File: config.mk
export PLATFORM = sky130hd
export DESIGN_NAME = multicycle_ctrl
export DESIGN_NICKNAME = d
export VERILOG_FILES = /design/src/rtl/multicycle_ctrl.sv
export SDC_FILE = /design/constraint.sdc
export NUM_CORES = 1
export LEC_CHECK = 0
export ABC_AREA = 1
export CAP_MARGIN = 0
export CORE_ASPECT_RATIO = 0.6
export CORE_MARGIN = 2
export CORE_UTILIZATION = 53
export CTS_CLUSTER_SIZE = 16
export DETAILED_ROUTE_END_ITERATION = 6
export PLACE_DENSITY_LB_ADDON = 0.1
export SLEW_MARGIN = 20
export SYNTH_ARGS = -nofsm -noshare
export SYNTH_HDL_FRONTEND = slang
export SYNTH_SLANG_ARGS = --single-unit
File: constraint.sdc
create_clock -name clk_i -period 2.3 [get_ports clk_i]
set_clock_uncertainty 0.15 [all_clocks]
set_input_delay 0.46 -clock clk_i [delete_from_list [all_inputs] [get_ports clk_i]]
set_output_delay 0.46 -clock clk_i [all_outputs]
set_load 0.05 [all_outputs]
File: src/rtl/multicycle_ctrl.sv
// Multi-cycle control sequencer for the RV32I-subset datapath: steps each instruction through
// FETCH/DECODE/EXECUTE/MEM/WB over a shared, handshaked memory port and traps on errors.
module multicycle_ctrl #(
  parameter int unsigned TIMEOUT   = 16,
  parameter int unsigned INSTRET_W = 32
) (
  input  logic                 clk_i,
  input  logic                 rst_ni,
  input  logic                 start_i,
  input  logic [6:0]           opcode_i,
  input  logic                 branch_taken_i,
  input  logic                 mem_ack_i,
  output logic                 mem_req_o,
  output logic                 mem_we_o,
  output logic                 mem_sel_o,
  output logic                 ir_we_o,
  output logic                 pc_we_o,
  output logic                 pc_src_o,
  output logic                 alusrc_o,
  output logic                 rf_we_o,
  output logic                 wb_sel_o,
  output logic [2:0]           state_o,
  output logic [INSTRET_W-1:0] instret_o,
  output logic [1:0]           err_code_o
);

  typedef enum logic [2:0] {
    ST_IDLE    = 3'd0,
    ST_FETCH   = 3'd1,
    ST_DECODE  = 3'd2,
    ST_EXECUTE = 3'd3,
    ST_MEM     = 3'd4,
    ST_WB      = 3'd5,
    ST_ERROR   = 3'd7
  } state_e;

  typedef enum logic [2:0] {
    CLS_R,
    CLS_I,
    CLS_LOAD,
    CLS_STORE,
    CLS_BRANCH
  } cls_e;

  localparam logic [6:0] OP_R      = 7'b0110011;
  localparam logic [6:0] OP_I      = 7'b0010011;
  localparam logic [6:0] OP_LOAD   = 7'b0000011;
  localparam logic [6:0] OP_STORE  = 7'b0100011;
  localparam logic [6:0] OP_BRANCH = 7'b1100011;

  localparam logic [1:0] ERR_NONE    = 2'b00;
  localparam logic [1:0] ERR_ILLEGAL = 2'b01;
  localparam logic [1:0] ERR_TIMEOUT = 2'b10;

  localparam int unsigned     CNT_W    = $clog2(TIMEOUT + 1);
  localparam logic [CNT_W-1:0] CNT_LAST = CNT_W'(TIMEOUT - 1);

  state_e                 state_q, state_d;
  cls_e                   cls_q, cls_d;
  logic [1:0]             err_q, err_d;
  logic [CNT_W-1:0]       cnt_q, cnt_d;
  logic [INSTRET_W-1:0]   instret_q, instret_d;

  cls_e                   op_cls;
  logic                   op_legal;
  logic                   retire;

  always_comb begin
    // NOTE: every combinational output gets a default first, so no path can infer a latch.
    op_cls   = CLS_R;
    op_legal = 1'b1;
    case (opcode_i)
      OP_R:      op_cls = CLS_R;
      OP_I:      op_cls = CLS_I;
      OP_LOAD:   op_cls = CLS_LOAD;
      OP_STORE:  op_cls = CLS_STORE;
      OP_BRANCH: op_cls = CLS_BRANCH;
      default:   op_legal = 1'b0;
    endcase
  end

  always_ff @(posedge clk_i or negedge rst_ni) begin
    // NOTE: sequential state uses non-blocking assignments so all registers update together.
    if (!rst_ni) begin
      state_q   <= ST_IDLE;
      cls_q     <= CLS_R;
      err_q     <= ERR_NONE;
      cnt_q     <= '0;
      instret_q <= '0;
    end else begin
      state_q   <= state_d;
      cls_q     <= cls_d;
      err_q     <= err_d;
      cnt_q     <= cnt_d;
      instret_q <= instret_d;
    end
  end

  always_comb begin
    state_d   = state_q;
    cls_d     = cls_q;
    err_d     = err_q;
    cnt_d     = cnt_q;
    instret_d = instret_q;
    retire    = 1'b0;

    case (state_q)
      ST_IDLE: begin
        if (start_i) begin
          state_d = ST_FETCH;
          cnt_d   = '0;
        end
      end
      ST_FETCH: begin
        if (mem_ack_i) begin
          state_d = ST_DECODE;
        end else if (cnt_q == CNT_LAST) begin
          state_d = ST_ERROR;
          err_d   = ERR_TIMEOUT;
        end else begin
          cnt_d = cnt_q + CNT_W'(1);
        end
      end
      ST_DECODE: begin
        if (op_legal) begin
          state_d = ST_EXECUTE;
          cls_d   = op_cls;
        end else begin
          state_d = ST_ERROR;
          err_d   = ERR_ILLEGAL;
        end
      end
      ST_EXECUTE: begin
        case (cls_q)
          CLS_R, CLS_I:        state_d = ST_WB;
          CLS_LOAD, CLS_STORE: begin
            state_d = ST_MEM;
            cnt_d   = '0;
          end
          CLS_BRANCH:          retire = 1'b1;
          default: begin
            state_d = ST_ERROR;
            err_d   = ERR_ILLEGAL;
          end
        endcase
      end
      ST_MEM: begin
        if (mem_ack_i) begin
          if (cls_q == CLS_STORE) retire  = 1'b1;
          else                    state_d = ST_WB;
        end else if (cnt_q == CNT_LAST) begin
          state_d = ST_ERROR;
          err_d   = ERR_TIMEOUT;
        end else begin
          cnt_d = cnt_q + CNT_W'(1);
        end
      end
      ST_WB:    retire = 1'b1;
      ST_ERROR: state_d = ST_ERROR;
      default: begin
        state_d = ST_ERROR;
        err_d   = ERR_ILLEGAL;
      end
    endcase

    // start_i is only sampled at the instruction boundary.
    if (retire) begin
      instret_d = instret_q + INSTRET_W'(1);
      state_d   = start_i ? ST_FETCH : ST_IDLE;
      cnt_d     = '0;
    end
  end

  always_comb begin
    mem_req_o = 1'b0;
    mem_we_o  = 1'b0;
    mem_sel_o = 1'b0;
    ir_we_o   = 1'b0;
    pc_we_o   = 1'b0;
    pc_src_o  = 1'b0;
    alusrc_o  = 1'b0;
    rf_we_o   = 1'b0;
    wb_sel_o  = 1'b0;

    case (state_q)
      ST_FETCH: begin
        mem_req_o = 1'b1;
        ir_we_o   = mem_ack_i;
        pc_we_o   = mem_ack_i;
      end
      ST_EXECUTE: begin
        alusrc_o = (cls_q == CLS_I) || (cls_q == CLS_LOAD) || (cls_q == CLS_STORE);
        if (cls_q == CLS_BRANCH) begin
          pc_we_o  = branch_taken_i;
          pc_src_o = branch_taken_i;
        end
      end
      ST_MEM: begin
        mem_req_o = 1'b1;
        mem_sel_o = 1'b1;
        mem_we_o  = (cls_q == CLS_STORE);
      end
      ST_WB: begin
        rf_we_o  = 1'b1;
        wb_sel_o = (cls_q == CLS_LOAD);
      end
      default: ;
    endcase
  end

  assign state_o    = state_q;
  assign instret_o  = instret_q;
  assign err_code_o = err_q;

endmodule

==> results of run 1 <==
## sequential cells by signal, summed over array words and instances (netlist names)
name	count
state_o	3
cls_q	3
cnt_q	5
err_code_o	2
instret_o	32
## cell families after synthesis
| kind of cell | after synthesis | synth area share [%] |
|---|---|---|
| AO/OA/AOI/OAI | 26 | 4.695 |
| XOR/XNOR | 7 | 1.983 |
| adder cells (fa/ha/maj) | 3 | 1.214 |
| buffers and inverters | 52 | 7.810 |
| flip-flops | 45 | 36.42 |
| AND/OR/NAND/NOR | 353 | 47.88 |
## stage by stage
| stage | setup TNS, ns | utilization, % | hold WS [ns] | power, W |
|---|---|---|---|---|
| after detailed placement | -0.01974 | 69.24 | 0.3177 | 0.002811 |
| after floorplan | -0.1554 | - | 0.01441 | 0.002222 |
| after global routing | 0 | 70.91 | 0.1356 | 0.003505 |
| final | 0 | 70.91 | 0.09255 | 0.003298 |
| after CTS | 0 | 70.71 | 0.1137 | 0.003291 |
| after global placement | 0 | 69.24 | 0.3109 | 0.002760 |
## final timing paths
kind                                 end  slack [ns]  depth (start not counted)
max in group asynchronous     state_o[0]        1.49                          2
setup reg to reg           instret_o[18]        0.18                          8
hold reg to reg            err_code_o[0]        0.35                          2
hold / removal             instret_o[25]        0.09                          2
setup / recovery           instret_o[26]        0.05                          1
min in group clk_i         err_code_o[0]        0.35                          2
## layout make-up
| cell class | count | area share, % |
|---|---|---|
| repair buffers | 66 | 18.79 |
| clock inverters | 2 | 0.2522 |
| flip-flops and latches | 45 | 28.44 |
| well taps | 80 | 2.522 |
| clock buffers | 6 | 1.828 |
| inverters | 45 | 4.256 |
| multi-input cells | 389 | 43.92 |
## layer usage
layer / up-vias / global-route usage (%) / wire, µm
met5: - / 0 / 0
met4: 0 / 2.667 / 42
met2: 161 / 40.20 / 3484
met3: 4 / 5.327 / 915
li1: 1641 / - / -
met1: 1543 / 49.20 / 4548
## cell usage after synthesis (all sizes together), types with 6 or more instances
master and instances:
buf 7, nand2 223, nor3 6, a21oi 8, xor2 6, nand4 11
o21ai 16, dfrtp 45, nand3 13, nand3b 17, inv 44, nor2 82
## power breakdown
| part | internal [W] | switching (W) | leakage, nW |
|---|---|---|---|
| sequential | 0.000892 | 0.000158 | 0.607 |
| clock | 0.000211 | 0.000275 | 0.0450 |
| combinational | 0.000580 | 0.00118 | 1.26 |
| total | 0.00168 | 0.00161 | 1.91 |
==> results.yml, run 1 <==
setup_path:
  crit_fanout: 6
  cp-start-kind: "flip-flop"
  critical_path.cell_chain: "clkdlybuf4s50_1"
  crit_type: "flip-flop to primary output"
  crit_path_end_kind: "primary output"
  timing.critical_path.buf_inv: 1
  slowest_stage: "clkdlybuf4s50_1"
  critPathTopFamily: "buffers and inverters"
  required_ns: 1.69
  max_stage_delay_ns: 0.85
  worstSetupStartpoint: "instret_o[26]"
  cp.arrival_ns: 1.64
  r2r_start: "state_o[0]"
sta:
  hold_violations: 0
  fmax_mhz: 443.5
  rsz0062_at_grt: "false"
  setup_slack_ns: 0.04536
  worst_slew_pin_slew_ns: 0.6590
  min_period_over_period_pct: 98.03
  slew_headroom_pct: 56.02
  period_minus_slack_ns: 2.255
  maxSlewViolCount: 0
  setup_viol: 0
finish:
  diodes: 0
  layout_commonest_cell: "nand2_1"
  regArea_um2: 1129
  final_cell_count_no_fill: 633
  layout-drive-gt1-share_pct: 9.222
  area_growth_pct: 28.37
  multiInputGateArea_um2: 1743
  final_nets: 567
  mostFrequentLayoutCells: "nand2_1, nor2_1, dfrtp_1"
  stdcell_area_um2: 3969
  fillers: 509
floorplan:
  die_area_um2: 6480
  fp.dieH_um: 63.16
  core_area_um2: 5597
  rows: 21
  die_w_um: 102.6
  ios: 58
  start_util_pct: 55.24
yosys:
  synth_top_cell_by_area: "dfrtp_1"
  seq_area_frac_synth_pct: 36.42
  yosysWarnings: 0
  ys_seq_elements: 45
  synthArstFlopShare_pct: 100.0
  avgSynthCellArea_um2: 6.362
  synth_fp_nets: 501
  synth_edf_count: 0
  synth_area_leaders: "dfrtp_1, nand2_1, nor2_1, inv_1, nand3b_1"
  netlist.area_leader.share_pct: 36.42
  postSynthCellCount: 486
  synth_ff_type: "dfrtp_1"
  syn_area_um2: 3092
  ys_types: 28
clock_network:
  clk_pin_slew_worst_paths_ns: 0.09
  cts_resized: 0
  insertion_delay_ns: 0.29
  htree_levels: 2
  clkSinkCount: 45
  cts_buffers: 5
  hold_buffers: 0
  cts_root_buf: "clkbuf_8"
  clockBufferDepth: 2
  cts_tree: "built"
  post-cts-setup-buffers: 0
placement:
  gp_congestion: 0.9202
  dp_hpwl_um: 7008
  dp.cells: 625
  postPlaceCellArea_um2: 3875
  io_buffers: 57
  pre_cts_ws_ns: -0.01974
flow_run:
  max_cap_viol_count: 0
global_routing:
  antenna_found_initial: 0
  track_usage_pct: 29.51
  grt_pass1_wl_um: 14840
  grt_overflow: 0
  grt_max_degree: 46
  grt_pass1_vias: 2888
power_and_ir_drop:
  ir_worst_vdd_uv: 818.6
  power_leakage_nw: 1.914
  p_per_area_nw_per_um2: 831.0
status:
  status: "complete, no violations"
routing:
  via_per_inst: 5.291
  drtAntennaViolNets: 0
  drt-pass1-iter-count: 7
  wl_per_cell_um: 14.20
  first_iter_violations: 295
  drc: 0
  wl_um: 8990
  num_vias: 3349
worst_hold_path:
  hold_class: "input port to asynchronous set/reset pin"
Power figures use the tool's default switching activity.
==> run 2, diff against run 1 <==
--- a/config.mk
+++ b/config.mk
@@ -13,7 +13,7 @@
 export CTS_CLUSTER_SIZE = 16
 export DETAILED_ROUTE_END_ITERATION = 6
 export PLACE_DENSITY_LB_ADDON = 0.1
-export SLEW_MARGIN = 20
+export SLEW_MARGIN = 10
 export SYNTH_ARGS = -nofsm -noshare
 export SYNTH_HDL_FRONTEND = slang
 export SYNTH_SLANG_ARGS = --single-unit
==> results of run 2 <==
No change in the layout: final DEF, timing and power equal those of run 1.
